==> config.mk <==
export PLATFORM = sky130hd
export DESIGN_NAME = reg_wb_arbiter
export DESIGN_NICKNAME = d
export VERILOG_FILES = /design/src/rtl/reg_wb_arbiter_pkg.sv /design/src/rtl/reg_wb_arbiter_wb_fifo.sv /design/src/rtl/reg_wb_arbiter.sv
export SDC_FILE = /design/constraint.sdc
export NUM_CORES = 1
export LEC_CHECK = 0
export CAP_MARGIN = 20
export CORE_ASPECT_RATIO = 1.25
export CORE_MARGIN = 5
export CORE_UTILIZATION = 40
export CTS_CLUSTER_DIAMETER = 60
export DETAILED_ROUTE_END_ITERATION = 10
export PLACE_DENSITY = 0.72
export SETUP_SLACK_MARGIN = 0.2
export SLEW_MARGIN = 5
export SYNTH_ARGS = -nofsm -noshare
export SYNTH_HDL_FRONTEND = slang
export SYNTH_SLANG_ARGS = --single-unit
==> constraint.sdc <==
create_clock -name clk -period 2.7 [get_ports clk]
set_input_delay 0.54 -clock clk [delete_from_list [all_inputs] [get_ports clk]]
set_output_delay 0.54 -clock clk [all_outputs]
set_load 0.02 [all_outputs]
==> src/rtl/reg_wb_arbiter_pkg.sv <==
// ----------------------------------------------------------------------------
// reg_wb_arbiter_pkg
// Shared widths, constants and types for the register file write-side front
// end. The address and data widths, the zero word, the write-enable level and
// the register count all live here so the arbiter and its queue never carry
// local literals.
// ----------------------------------------------------------------------------
package reg_wb_arbiter_pkg;

    localparam int RegAddrWidth = 5;
    localparam int RegDataWidth = 32;
    localparam int RegNum       = 32;

    typedef logic [RegAddrWidth-1:0] reg_addr_t;
    typedef logic [RegDataWidth-1:0] reg_data_t;

    localparam reg_data_t ZeroWord     = '0;
    localparam reg_addr_t ZeroReg      = '0;
    localparam logic      WriteEnable  = 1'b1;
    localparam logic      WriteDisable = 1'b0;

    // One queued MDU result: destination register plus the value to write.
    typedef struct packed {
        reg_addr_t des;
        reg_data_t data;
    } mdu_entry_t;

    // Which source owns the register file port in the next cycle.
    typedef enum logic [1:0] {
        GRANT_IDLE,
        GRANT_WB,
        GRANT_MDU
    } grant_e;

    // Register 0 is hardwired, so any write aimed at it is dropped.
    function automatic logic isWritable(input reg_addr_t addr);
        return addr != ZeroReg;
    endfunction

endpackage

==> src/rtl/reg_wb_arbiter_wb_fifo.sv <==
// ----------------------------------------------------------------------------
// wb_fifo
// Small synchronous FIFO that holds MDU results until the register file port
// is free. DEPTH must be a power of two so the pointers wrap naturally.
//
// Ports:
//   clk          clock, all state on posedge
//   rst          asynchronous active-high reset (empties the queue)
//   push_i       write push_data_i into the tail (ignored when full)
//   push_data_i  entry to enqueue
//   pop_i        drop the head entry (ignored when empty)
//   pop_data_o   current head entry
//   count_o      number of entries held
//   full_o       count_o == DEPTH
//   empty_o      count_o == 0
// ----------------------------------------------------------------------------
module wb_fifo
    import reg_wb_arbiter_pkg::*;
#(
    parameter int DEPTH = 2,
    parameter int WIDTH = $bits(mdu_entry_t)
) (
    input  logic                       clk,
    input  logic                       rst,
    input  logic                       push_i,
    input  logic [WIDTH-1:0]           push_data_i,
    input  logic                       pop_i,
    output logic [WIDTH-1:0]           pop_data_o,
    output logic [$clog2(DEPTH):0]     count_o,
    output logic                       full_o,
    output logic                       empty_o
);

    localparam int PtrW = $clog2(DEPTH);
    localparam int CntW = $clog2(DEPTH) + 1;

    logic [WIDTH-1:0] mem_q [DEPTH];
    logic [PtrW-1:0]  wrPtr_q;
    logic [PtrW-1:0]  rdPtr_q;
    logic [CntW-1:0]  count_q;
    logic             pushOk;
    logic             popOk;

    assign full_o     = (count_q == CntW'(DEPTH));
    assign empty_o    = (count_q == '0);
    assign count_o    = count_q;
    assign pop_data_o = mem_q[rdPtr_q];

    // Pop only looks at the state before the edge, so an entry pushed this
    // cycle can never be popped in the same cycle.
    assign pushOk = push_i && !full_o;
    assign popOk  = pop_i && !empty_o;

    // Pointers and occupancy; reset simply forgets whatever was queued.
    always_ff @(posedge clk or posedge rst) begin
        if (rst) begin
            wrPtr_q <= '0;
            rdPtr_q <= '0;
            count_q <= '0;
        end else begin
            if (pushOk) begin
                wrPtr_q <= wrPtr_q + 1'b1;
            end
            if (popOk) begin
                rdPtr_q <= rdPtr_q + 1'b1;
            end
            case ({pushOk, popOk})
                2'b10:   count_q <= count_q + 1'b1;
                2'b01:   count_q <= count_q - 1'b1;
                default: count_q <= count_q;
            endcase
        end
    end

    // Storage needs no reset: stale slots are unreachable once the pointers
    // are cleared.
    always_ff @(posedge clk) begin
        if (pushOk) begin
            mem_q[wrPtr_q] <= push_data_i;
        end
    end

endmodule

==> src/rtl/reg_wb_arbiter.sv <==
// ----------------------------------------------------------------------------
// reg_wb_arbiter
// Owns the single register file write port and arbitrates between the
// in-order WRITE stage and the long-latency multiply/divide unit (MDU).
// WRITE stage requests always win; MDU results wait in wb_fifo and drain
// whenever the WRITE stage leaves the port idle. A starvation counter raises
// pipe_stall so the pipeline inserts a bubble and the queue head gets through.
//
// Optional feature macro: WB_SCOREBOARD_EN
//   defined   -> 32-bit destination scoreboard drives rs/rt/rd_busy
//   undefined -> no scoreboard, *_busy tied low, mdu_issue* ignored
//
// Ports:
//   clk, rst                   clock and asynchronous active-high reset
//   wb_write_reg/wb_des/wb_data  WRITE stage write request
//   mdu_valid/mdu_des/mdu_data   MDU result, accepted when mdu_ready is high
//   mdu_ready                  queue can accept a result (low during rst)
//   mdu_issue/mdu_issue_des    ID dispatched an MDU op to this destination
//   rs, rt, rd                 ID query addresses
//   rs_busy, rt_busy, rd_busy  queried register has an MDU write outstanding
//   pipe_stall                 WRITE stage input must be a bubble next cycle
//   w_write_reg/reg_des/reg_data registered register file write port
// ----------------------------------------------------------------------------
module reg_wb_arbiter
    import reg_wb_arbiter_pkg::*;
#(
    parameter int FIFO_DEPTH   = 2,
    parameter int STARVE_LIMIT = 4
) (
    input  logic                    clk,
    input  logic                    rst,
    input  logic                    wb_write_reg,
    input  logic [RegAddrWidth-1:0] wb_des,
    input  logic [RegDataWidth-1:0] wb_data,
    input  logic                    mdu_valid,
    input  logic [RegAddrWidth-1:0] mdu_des,
    input  logic [RegDataWidth-1:0] mdu_data,
    output logic                    mdu_ready,
    input  logic                    mdu_issue,
    input  logic [RegAddrWidth-1:0] mdu_issue_des,
    input  logic [RegAddrWidth-1:0] rs,
    input  logic [RegAddrWidth-1:0] rt,
    input  logic [RegAddrWidth-1:0] rd,
    output logic                    rs_busy,
    output logic                    rt_busy,
    output logic                    rd_busy,
    output logic                    pipe_stall,
    output logic                    w_write_reg,
    output logic [RegAddrWidth-1:0] reg_des,
    output logic [RegDataWidth-1:0] reg_data
);

    localparam int CntW    = $clog2(FIFO_DEPTH) + 1;
    localparam int StarveW = $clog2(STARVE_LIMIT + 1);
    localparam logic [StarveW-1:0] StarveMax = StarveW'(STARVE_LIMIT);

    logic            wbReq;
    logic            mduPush;
    logic            fifoPop;
    logic            fifoFull;
    logic            fifoEmpty;
    logic [CntW-1:0] fifoCount;
    mdu_entry_t      pushEntry;
    mdu_entry_t      headEntry;
    grant_e          grant;

    logic              wWriteReg_q, wWriteReg_d;
    reg_addr_t         regDes_q,    regDes_d;
    reg_data_t         regData_q,   regData_d;
    logic [StarveW-1:0] starve_q,   starve_d;

    // A WRITE stage request to r0 counts as idle; an MDU result for r0
    // completes its handshake but is never queued.
    assign wbReq     = wb_write_reg && isWritable(wb_des);
    assign mdu_ready = !fifoFull && !rst;
    assign mduPush   = mdu_valid && mdu_ready && isWritable(mdu_des);
    assign pushEntry = '{des: mdu_des, data: mdu_data};
    assign fifoPop   = (grant == GRANT_MDU);

    wb_fifo #(
        .DEPTH (FIFO_DEPTH),
        .WIDTH ($bits(mdu_entry_t))
    ) u_fifo (
        .clk         (clk),
        .rst         (rst),
        .push_i      (mduPush),
        .push_data_i (pushEntry),
        .pop_i       (fifoPop),
        .pop_data_o  (headEntry),
        .count_o     (fifoCount),
        .full_o      (fifoFull),
        .empty_o     (fifoEmpty)
    );

    // Fixed priority: WRITE stage, then queue head, otherwise leave the port
    // idle. An idle grant keeps the last address and data on the port.
    always_comb begin
        grant       = GRANT_IDLE;
        wWriteReg_d = WriteDisable;
        regDes_d    = regDes_q;
        regData_d   = regData_q;
        if (wbReq) begin
            grant       = GRANT_WB;
            wWriteReg_d = WriteEnable;
            regDes_d    = wb_des;
            regData_d   = wb_data;
        end else if (!fifoEmpty) begin
            grant       = GRANT_MDU;
            wWriteReg_d = WriteEnable;
            regDes_d    = headEntry.des;
            regData_d   = headEntry.data;
        end
    end

    // Counts cycles the queue head is blocked by the WRITE stage. It only
    // resets when the head finally drains or the queue is empty, so the
    // saturated value holds pipe_stall until the bubble arrives.
    always_comb begin
        starve_d = starve_q;
        if (fifoEmpty || fifoPop) begin
            starve_d = '0;
        end else if (wbReq && (starve_q != StarveMax)) begin
            starve_d = starve_q + 1'b1;
        end
    end

    assign pipe_stall = (starve_q == StarveMax);

    // Registered write port and starvation counter.
    always_ff @(posedge clk or posedge rst) begin
        if (rst) begin
            wWriteReg_q <= WriteDisable;
            regDes_q    <= ZeroReg;
            regData_q   <= ZeroWord;
            starve_q    <= '0;
        end else begin
            wWriteReg_q <= wWriteReg_d;
            regDes_q    <= regDes_d;
            regData_q   <= regData_d;
            starve_q    <= starve_d;
        end
    end

    assign w_write_reg = wWriteReg_q;
    assign reg_des     = regDes_q;
    assign reg_data    = regData_q;

`ifdef WB_SCOREBOARD_EN
    logic [RegNum-1:0] busy_q, busy_d;

    // A bit is set when ID issues to that register and cleared when its
    // queued result wins the port. Issue is applied last so that a set and
    // clear of the same register in one cycle leaves it busy.
    always_comb begin
        busy_d = busy_q;
        if (fifoPop) begin
            busy_d[headEntry.des] = 1'b0;
        end
        if (mdu_issue) begin
            busy_d[mdu_issue_des] = 1'b1;
        end
        busy_d[0] = 1'b0;
    end

    // Scoreboard state; reset forgets all outstanding writes along with the
    // discarded queue entries.
    always_ff @(posedge clk or posedge rst) begin
        if (rst) begin
            busy_q <= '0;
        end else begin
            busy_q <= busy_d;
        end
    end

    assign rs_busy = busy_q[rs];
    assign rt_busy = busy_q[rt];
    assign rd_busy = busy_q[rd];
`else
    logic unusedSb;

    // Without the scoreboard, software schedules around MDU latency and the
    // issue/query inputs have no effect.
    assign unusedSb = &{1'b0, mdu_issue, mdu_issue_des, rs, rt, rd};
    assign rs_busy  = 1'b0;
    assign rt_busy  = 1'b0;
    assign rd_busy  = 1'b0;
`endif

endmodule

# Yosys cells after proc, flatten, opt, wreduce, memory -nomap -nowiden
# Memories as Yosys holds them, arrays and structs flattened.
# Cells that the tools add are included.
# totals
output_inout_bits	43
elab_cells	49
latchBits	0
reg_bits	45
mem_count	1
mem_bits_rw	74
mem_bits_ro	0
# op_classes
eq_ne	7
multipliers	0
add_sub_neg	5
n_div	0
n_reduce_logical	16
shifts	0
bitwise_logic	0
muxes	13
order_cmp	0
# memory_table
memory	words	word_bits	read_ports	rd_ports_with_merged_regs	wr	line	source
u_fifo.mem_q	2	37	1	0	1	reg_wb_arbiter_wb_fifo.sv:37	logic [WIDTH-1:0] mem_q [DEPTH];
# op_table
op	count
$mux W32	2
$mux W5	2
$reduce_bool A5 Y1	2
$logic_and A1 B1 Y1	7
$eq A2 B2 Y1 const B	3
$mux W3	2
$mux W1	4
$mux W2	2
$pmux W2 S2	1
$reduce_bool A2 Y1	2
$add A3 B1 Y3 const B	1
$eq A3 B3 Y1 const B	1
$logic_not A1 Y1	3
$ne A3 B3 Y1 const B	1
$add A1 B1 Y1 const B	2
$add A2 B1 Y2 const B	1
$eq A2 B1 Y1 const B	1
$logic_not A2 Y1	1
$ne A2 B2 Y1 const B	1
$sub A2 B1 Y2 const B	1
$logic_or A1 B1 Y1	1

# Longest topological paths before layout
# Gate-level depths: netlist of run 1.
# logic_depth
word_depth	8
depth_mapped	9

# Hierarchy
# From an unflattened synthesis of run 1, not the netlist that was laid out.
# unflattened
cells_unflattened	291
area_unflattened_um2	5032.3
# by_module_without_submodules
module	seq_area_each_um2	instances	cells_each	area_per_inst_um2
wb_fifo	2322.2	1	134	2952.8
reg_wb_arbiter	1026.0	1	157	2079.5

# Worst setup path after synthesis of run 1
# OpenSTA, ideal clock, no wires.
# synth_path
path_type	input to register
start	input port rst
end	memory u_fifo.mem_q[0][0] (netlist name) (enable)
setup_slack_ns	-0.515
arrival_ns	2.784
stages	3
t_required_ns	2.269
cell_sequence	a21oi_1 o211ai_2 nor2_1
# synth_via
elab_chain_len	7
# synth_rtl
element	line	source
start: declaration	reg_wb_arbiter.sv:31	input logic rst,
$logic_not A1 Y1 (no line)	n/a	
$logic_and A1 B1 Y1	reg_wb_arbiter.sv:75	assign mdu_ready = !fifoFull && !rst;
$logic_and A1 B1 Y1 (2 in series)	reg_wb_arbiter.sv:76	assign mduPush = mdu_valid && mdu_ready && isWritable(mdu_des);
$logic_and A1 B1 Y1	reg_wb_arbiter_wb_fifo.sv:51	assign pushOk = push_i && !full_o;
$mux W1	reg_wb_arbiter_wb_fifo.sv:78	if (pushOk) begin
$mux W1 (not written as such)	reg_wb_arbiter_wb_fifo.sv:79	mem_q[wrPtr_q] <= push_data_i;
end: declaration	reg_wb_arbiter_wb_fifo.sv:37	
# Every way passes these cells.

# Final worst setup path of run 1
# layout_path
start	input port rst
end	output port mdu_ready
# layout_via
elab_chain_len	2
# layout_rtl
element	line	source
$logic_not A1 Y1 (no line)	n/a	
$logic_and A1 B1 Y1	reg_wb_arbiter.sv:75	
end: declaration	reg_wb_arbiter.sv:38	output logic mdu_ready,
# Every way passes these cells.

==> reports/qor.yml, run 1 <==
status:
  status: "finished, final reports clean"
logic_synthesis:
  syn_area_um2: 4745
  syn_avg_cell_area_um2: 13.11
  synth_warnings: 0
  synthCells: 362
  synth_cell_type_count: 27
  yosysSeqAreaShare_pct: 70.57
  ys_ff_latch: 119
grt:
  grt_max_degree: 70
  grt.overflow.total: 0
  grtUsageTotal_pct: 15.38
  grt_pass1_vias: 3376
  antenna_found_initial: 0
  grt_pass1_wl_mm: 16.75
route:
  drc: 0
  vias_per_cell: 4.784
  vias: 3162
  wl_per_cell_um: 15.56
  drt_iter0_markers: 92
  dr.pass1.iters: 4
  wirelength_mm: 10.28
  ant_nets: 0
clock_tree:
  cts.clk_slew.worst_paths_ps: 50
  tritoncts: "built"
  clock_path_buffers: 2
  ctsResizeCount: 0
  holdBufCountCts: 0
  cts_post_setup_buffers_inserted: 0
  cts_sinks: 119
  cts_root_buf: "clkbuf_16"
  cts_buffers: 17
  htree_levels: 4
  worstSkewPairLatency_ps: 410
timing:
  fin_crit_sh_pct: 91.20
  setup_viol: 0
  fmax_mhz: 406.1
  rsz0062_at_grt: "false"
  slew_headroom_pct: 59.99
  finalSetupTns_ps: 0
  worst_pin_slew_ps: 600.1
  timing.final.max_slew_violations: 0
  worst_clock_skew_ps: 14.91
  finalHoldViolCount: 0
  min_period_ps: 2462
layout:
  final_cell_mix: "clkdlybuf4s50_1 (117), edfxtp_1 (74), dfrtp_1 (44)"
  syn_to_final_growth_pct: 41.90
  largest_reg_flops: 74
  layout_commonest_cell: "clkdlybuf4s50_1"
  layout-drive-gt1-share_pct: 9.600
  fin_cells: 661
  layout.nets: 589
  n_antenna_cell: 0
  regMostFlops: "u_fifo.mem_q"
worst_setup_path:
  r2r_end: "u_fifo.mem_q[0][34]"
  reg2regPathDepth: 5
  critical_path.startpoint: "rst"
  cp.required_ps: 2160
  r2r_slack_ps: 880
  end_kind: "primary output"
  worst-path-max-fanout: 2
  r2r-start: "u_fifo.count_o[0]"
  setup.worst_path.class: "in -> out"
  critPathLaunchType: "input pin"
  arrival_ps: 1920
  timing.critical_path.to: "mdu_ready"
power:
  ir_worst_vdd_uv: 513.4
  power.density_nw_per_um2: 1017
  p_leak_nw: 2.649
floorplanning:
  die-area_um2: 14150
  rows: 44
  fp.dieH_um: 131.8
  coreArea_um2: 11620
  io_pins: 142
  die_w_um: 107.4
  initial_core_util_pct: 40.84
placed_design:
  dp_hpwl_mm: 7.142
  portBuffers: 117
  gp_congestion: 0.7559
  placedCellCount: 629
flow_run:
  max_cap_violations: 0
worst_hold_path:
  hp-class: "in -> async"
## worst min-delay path by stage
stage                                  from                end  slack (ps)  cells after the start
after detailed placement     u_fifo.wrPtr_q     u_fifo.wrPtr_q         550                      1
after floorplan           u_fifo.count_o[1]  u_fifo.count_o[1]         480                      1
after CTS                               rst       reg_data[26]         490                      2
after global routing                    rst       reg_data[27]         510                      2
final                                   rst       reg_data[26]         490                      2
after global placement       u_fifo.wrPtr_q     u_fifo.wrPtr_q         530                      1
## synth_stat cells
master | n | area (µm²)
a21oi_1 | 38 | 190.2
buf_1 | 1 | 3.750
buf_2 | 9 | 45.04
buf_4 | 3 | 22.52
buf_6 | 2 | 22.52
clkbuf_1 | 8 | 30.03
conb_1 | 1 | 3.750
dfrtp_1 | 45 | 1126
edfxtp_1 | 74 | 2222
ha_1 | 3 | 37.54
inv_1 | 6 | 22.52
mux2i_1 | 38 | 380.4
nand2_1 | 39 | 146.4
nand3b_1 | 1 | 7.510
nor2_1 | 40 | 150.1
nor2_2 | 1 | 6.260
nor2_8 | 1 | 20.02
nor3_1 | 3 | 15.01
o211ai_2 | 1 | 12.51
o21ai_0 | 38 | 190.2
o31a_1 | 1 | 8.760
o31ai_1 | 1 | 7.510
or3_1 | 1 | 6.260
or4_1 | 1 | 7.510
xnor2_1 | 4 | 35.03
xor2_1 | 1 | 8.760
xor2_2 | 1 | 16.27
## critical path, cell delays in order
cell             delay (ps)
clkdlybuf4s50_1         460
a21oi_1                 260
clkdlybuf4s50_1         660
## logic make-up after synthesis
family | synth area share [%]
AOI/OAI and AO/OA | 8.623
xor gates and xnor gates | 1.266
adders and majority gates | 0.7912
buffers and inverters | 3.085
DFF | 70.57
muxes | 8.017
other | 0.07904
and+or+nand+nor | 7.569
## metal layers
metal  part of all wire (%)  vias to the layer above  global-route usage [%]
li1                       -                     1534                       -
met1                     38                     1529                   16.32
met2                     56                       82                   27.52
met3                    3.9                       17                   4.655
met4                    2.6                        0                   7.228
met5                      0                        -                       0
## cell type report
cell class	instances	area [µm²]
fill	946	4883
tap	161	201.4
inverter	6	22.52
multi-input combinational	216	1279
timing repair buffer	127	1271
clock inverter	9	120.1
sequential	119	3349
clock buffer	23	489.2
## where the power goes
part / leakage (nW) / switching [mW] / internal [mW]
Sequential: 1.22 / 0.234 / 2.32
Combinational: 1.12 / 1.07 / 0.926
Clock: 0.306 / 0.751 / 1.55
## through the flow
| step | utilization (%) | hold WS (ps) | setup slack (ps) | cell area (µm²) | power, mW |
|---|---|---|---|---|---|
| 2_1_floorplan | - | 482.5 | 80.12 | 4757 | 3.782 |
| 3_3_place_gp | 52.71 | 534.6 | 130.0 | 6123 | 4.562 |
| 3_5_place_dp | 52.71 | 545.2 | 81.17 | 6123 | 4.623 |
| 4_1_cts | 57.96 | 492.3 | 232.5 | 6733 | 6.930 |
| 5_1_grt | 57.96 | 514.1 | 214.9 | 6733 | 7.220 |
| 6_report | 57.96 | 493.6 | 237.6 | 6733 | 6.844 |
No activity file was read; power rests on OpenSTA's default activity.
==> run 2, diff against run 1 <==
DONT_BUFFER_PORTS = 1   (was not set)
PLACE_DENSITY = not set   (was 0.72)
==> run 2 against run 1 <==
Effect of this change:
- global-route usage is 1.1 points lower
- via count fell by 15%
- register-to-register slack got worse by 210 ps
- critical path type is now reg -> reg
==> reports/qor.yml, run 2 (synthesis results as in run 1) <==
floorplanning:
  rows: 44
  fp.dieH_um: 131.8
  die-area_um2: 14150
  io_pins: 142
  initial_core_util_pct: 40.84
  coreArea_um2: 11620
  die_w_um: 107.4
clock_tree:
  cts_sinks: 119
  cts_post_setup_buffers_inserted: 0
  cts.clk_slew.worst_paths_ps: 50
  cts_buffers: 17
  cts_root_buf: "clkbuf_16"
  ctsResizeCount: 0
  htree_levels: 4
  holdBufCountCts: 0
  clock_path_buffers: 2
  worstSkewPairLatency_ps: 400
  tritoncts: "built"
timing:
  setup_ws_ps: 672.7
  finalHoldViolCount: 0
  worst_clock_skew_ps: 6.708
  worst_pin_slew_ps: 665.3
  fin_crit_sh_pct: 75.09
  finalSetupTns_ps: 0
  setup_viol: 0
  fmax_mhz: 493.3
  min_period_ps: 2027
  slew_headroom_pct: 55.64
  timing.final.max_slew_violations: 0
  rsz0062_at_grt: "false"
route:
  drc: 0
  vias: 2699
  wl_per_cell_um: 17.72
  drt_iter0_markers: 89
  vias_per_cell: 4.989
  ant_nets: 0
  wirelength_mm: 9.585
  dr.pass1.iters: 5
worst_hold_path:
  hp-class: "in -> async"
layout:
  stdcell_area_um2: 5542
  final_cell_mix: "edfxtp_1 (74), dfrtp_1 (44), nand2_1 (39)"
  regArea_um2: 3349
  layout.nets: 469
  layout-drive-gt1-share_pct: 11.58
  layout_commonest_cell: "edfxtp_1"
  n_antenna_cell: 0
  fin_util_pct: 47.71
  regMostFlops: "u_fifo.mem_q"
  fill_cells: 1025
  syn_to_final_growth_pct: 16.80
  multiInputGateArea_um2: 1279
  largest_reg_flops: 74
worst_setup_path:
  setup.worst_path.class: "reg -> reg"
  critPathLaunchType: "flop"
  end_kind: "flop"
  arrival_ps: 2060
  r2r_slack_ps: 670
  r2r_end: "u_fifo.mem_q[1][27]"
  cp.required_ps: 2730
  r2r-start: "u_fifo.count_o[0]"
  reg2regPathDepth: 6
  worst-path-max-fanout: 36
placed_design:
  place_area_um2: 4930
  dp_slack_ps: 488.8
  gp_congestion: 0.7113
  dp_hpwl_mm: 6.200
  portBuffers: 0
grt:
  grt_max_degree: 70
  grt.overflow.total: 0
  grt_pass1_vias: 2875
  antenna_found_initial: 0
  grtUsageTotal_pct: 14.32
  grt_pass1_wl_mm: 15.46
power:
  power.density_nw_per_um2: 1154
  ir_worst_vdd_uv: 515.4
  p_leak_nw: 2.170
status:
  status: "finished, final reports clean"
flow_run:
  max_cap_violations: 0
## run 2: cell count changes in the layout (fill, tap and decap cells not counted)
cell,change
clkinvlp_4,+1
clkdlybuf4s50_1,-117
clkbuf_8,+2
clkinv_1,+1
clkinv_4,+1
clkinv_2,-4
buf_4,-3
clkbuf_16,-1
## run 2: worst max-delay path, stage by stage (launching register included)
cell and delay (ps):
dfrtp_1 450, inv_1 70, a21oi_1 130, buf_4 170, o211ai_2 220, nor2_4 150
buf_4 440
## run 2: report_power, final
group	total (mW)	switching, mW	internal (mW)
combinational	1.25	0.719	0.528
sequential	2.83	0.515	2.32
clock	2.31	0.766	1.55
total	6.39	2.00	4.39
## run 2: metrics by stage
step                      total power [mW]  hold WS (ps)  instances
final                                6.393         82.48        541
after global routing                 6.756         127.2        541
after CTS                            6.494         94.81        541
after detailed placement             4.168         528.2        509
after global placement               4.122         515.7        509
after floorplan                      3.782         482.5        364
## run 2: area by class of cell
cell class                 count  area share [%]
tap                          161           3.635
multi-input combinational    216           23.08
sequential                   119           60.44
timing repair buffer           7           1.400
clock buffer                  24           8.873
inverter                       6          0.4064
clock inverter                 8           2.168
## run 2: worst max-delay path by stage
| stage | cells past startpoint | slack, ps | to | from |
|---|---|---|---|---|
| after global placement | 5 | 530 | u_fifo.count_o[1] | mdu_des[0] |
| after detailed placement | 5 | 490 | u_fifo.count_o[1] | mdu_des[0] |
| final | 6 | 670 | u_fifo.mem_q[1][27] | u_fifo.count_o[0] |
| after global routing | 6 | 540 | u_fifo.mem_q[1][27] | u_fifo.count_o[0] |
| after floorplan | 3 | 80 | u_fifo.mem_q[0][0] | rst |
| after CTS | 6 | 640 | u_fifo.mem_q[1][23] | u_fifo.count_o[0] |
## run 2: layer usage
metal  vias to the layer above  GRT usage [%]  routed length [µm]
li1                       1286              -                   -
met1                      1331          15.08                3624
met2                        69          25.05                5180
met3                        13          5.683                 624
met4                         0          6.175                 155
met5                         -              0                   0
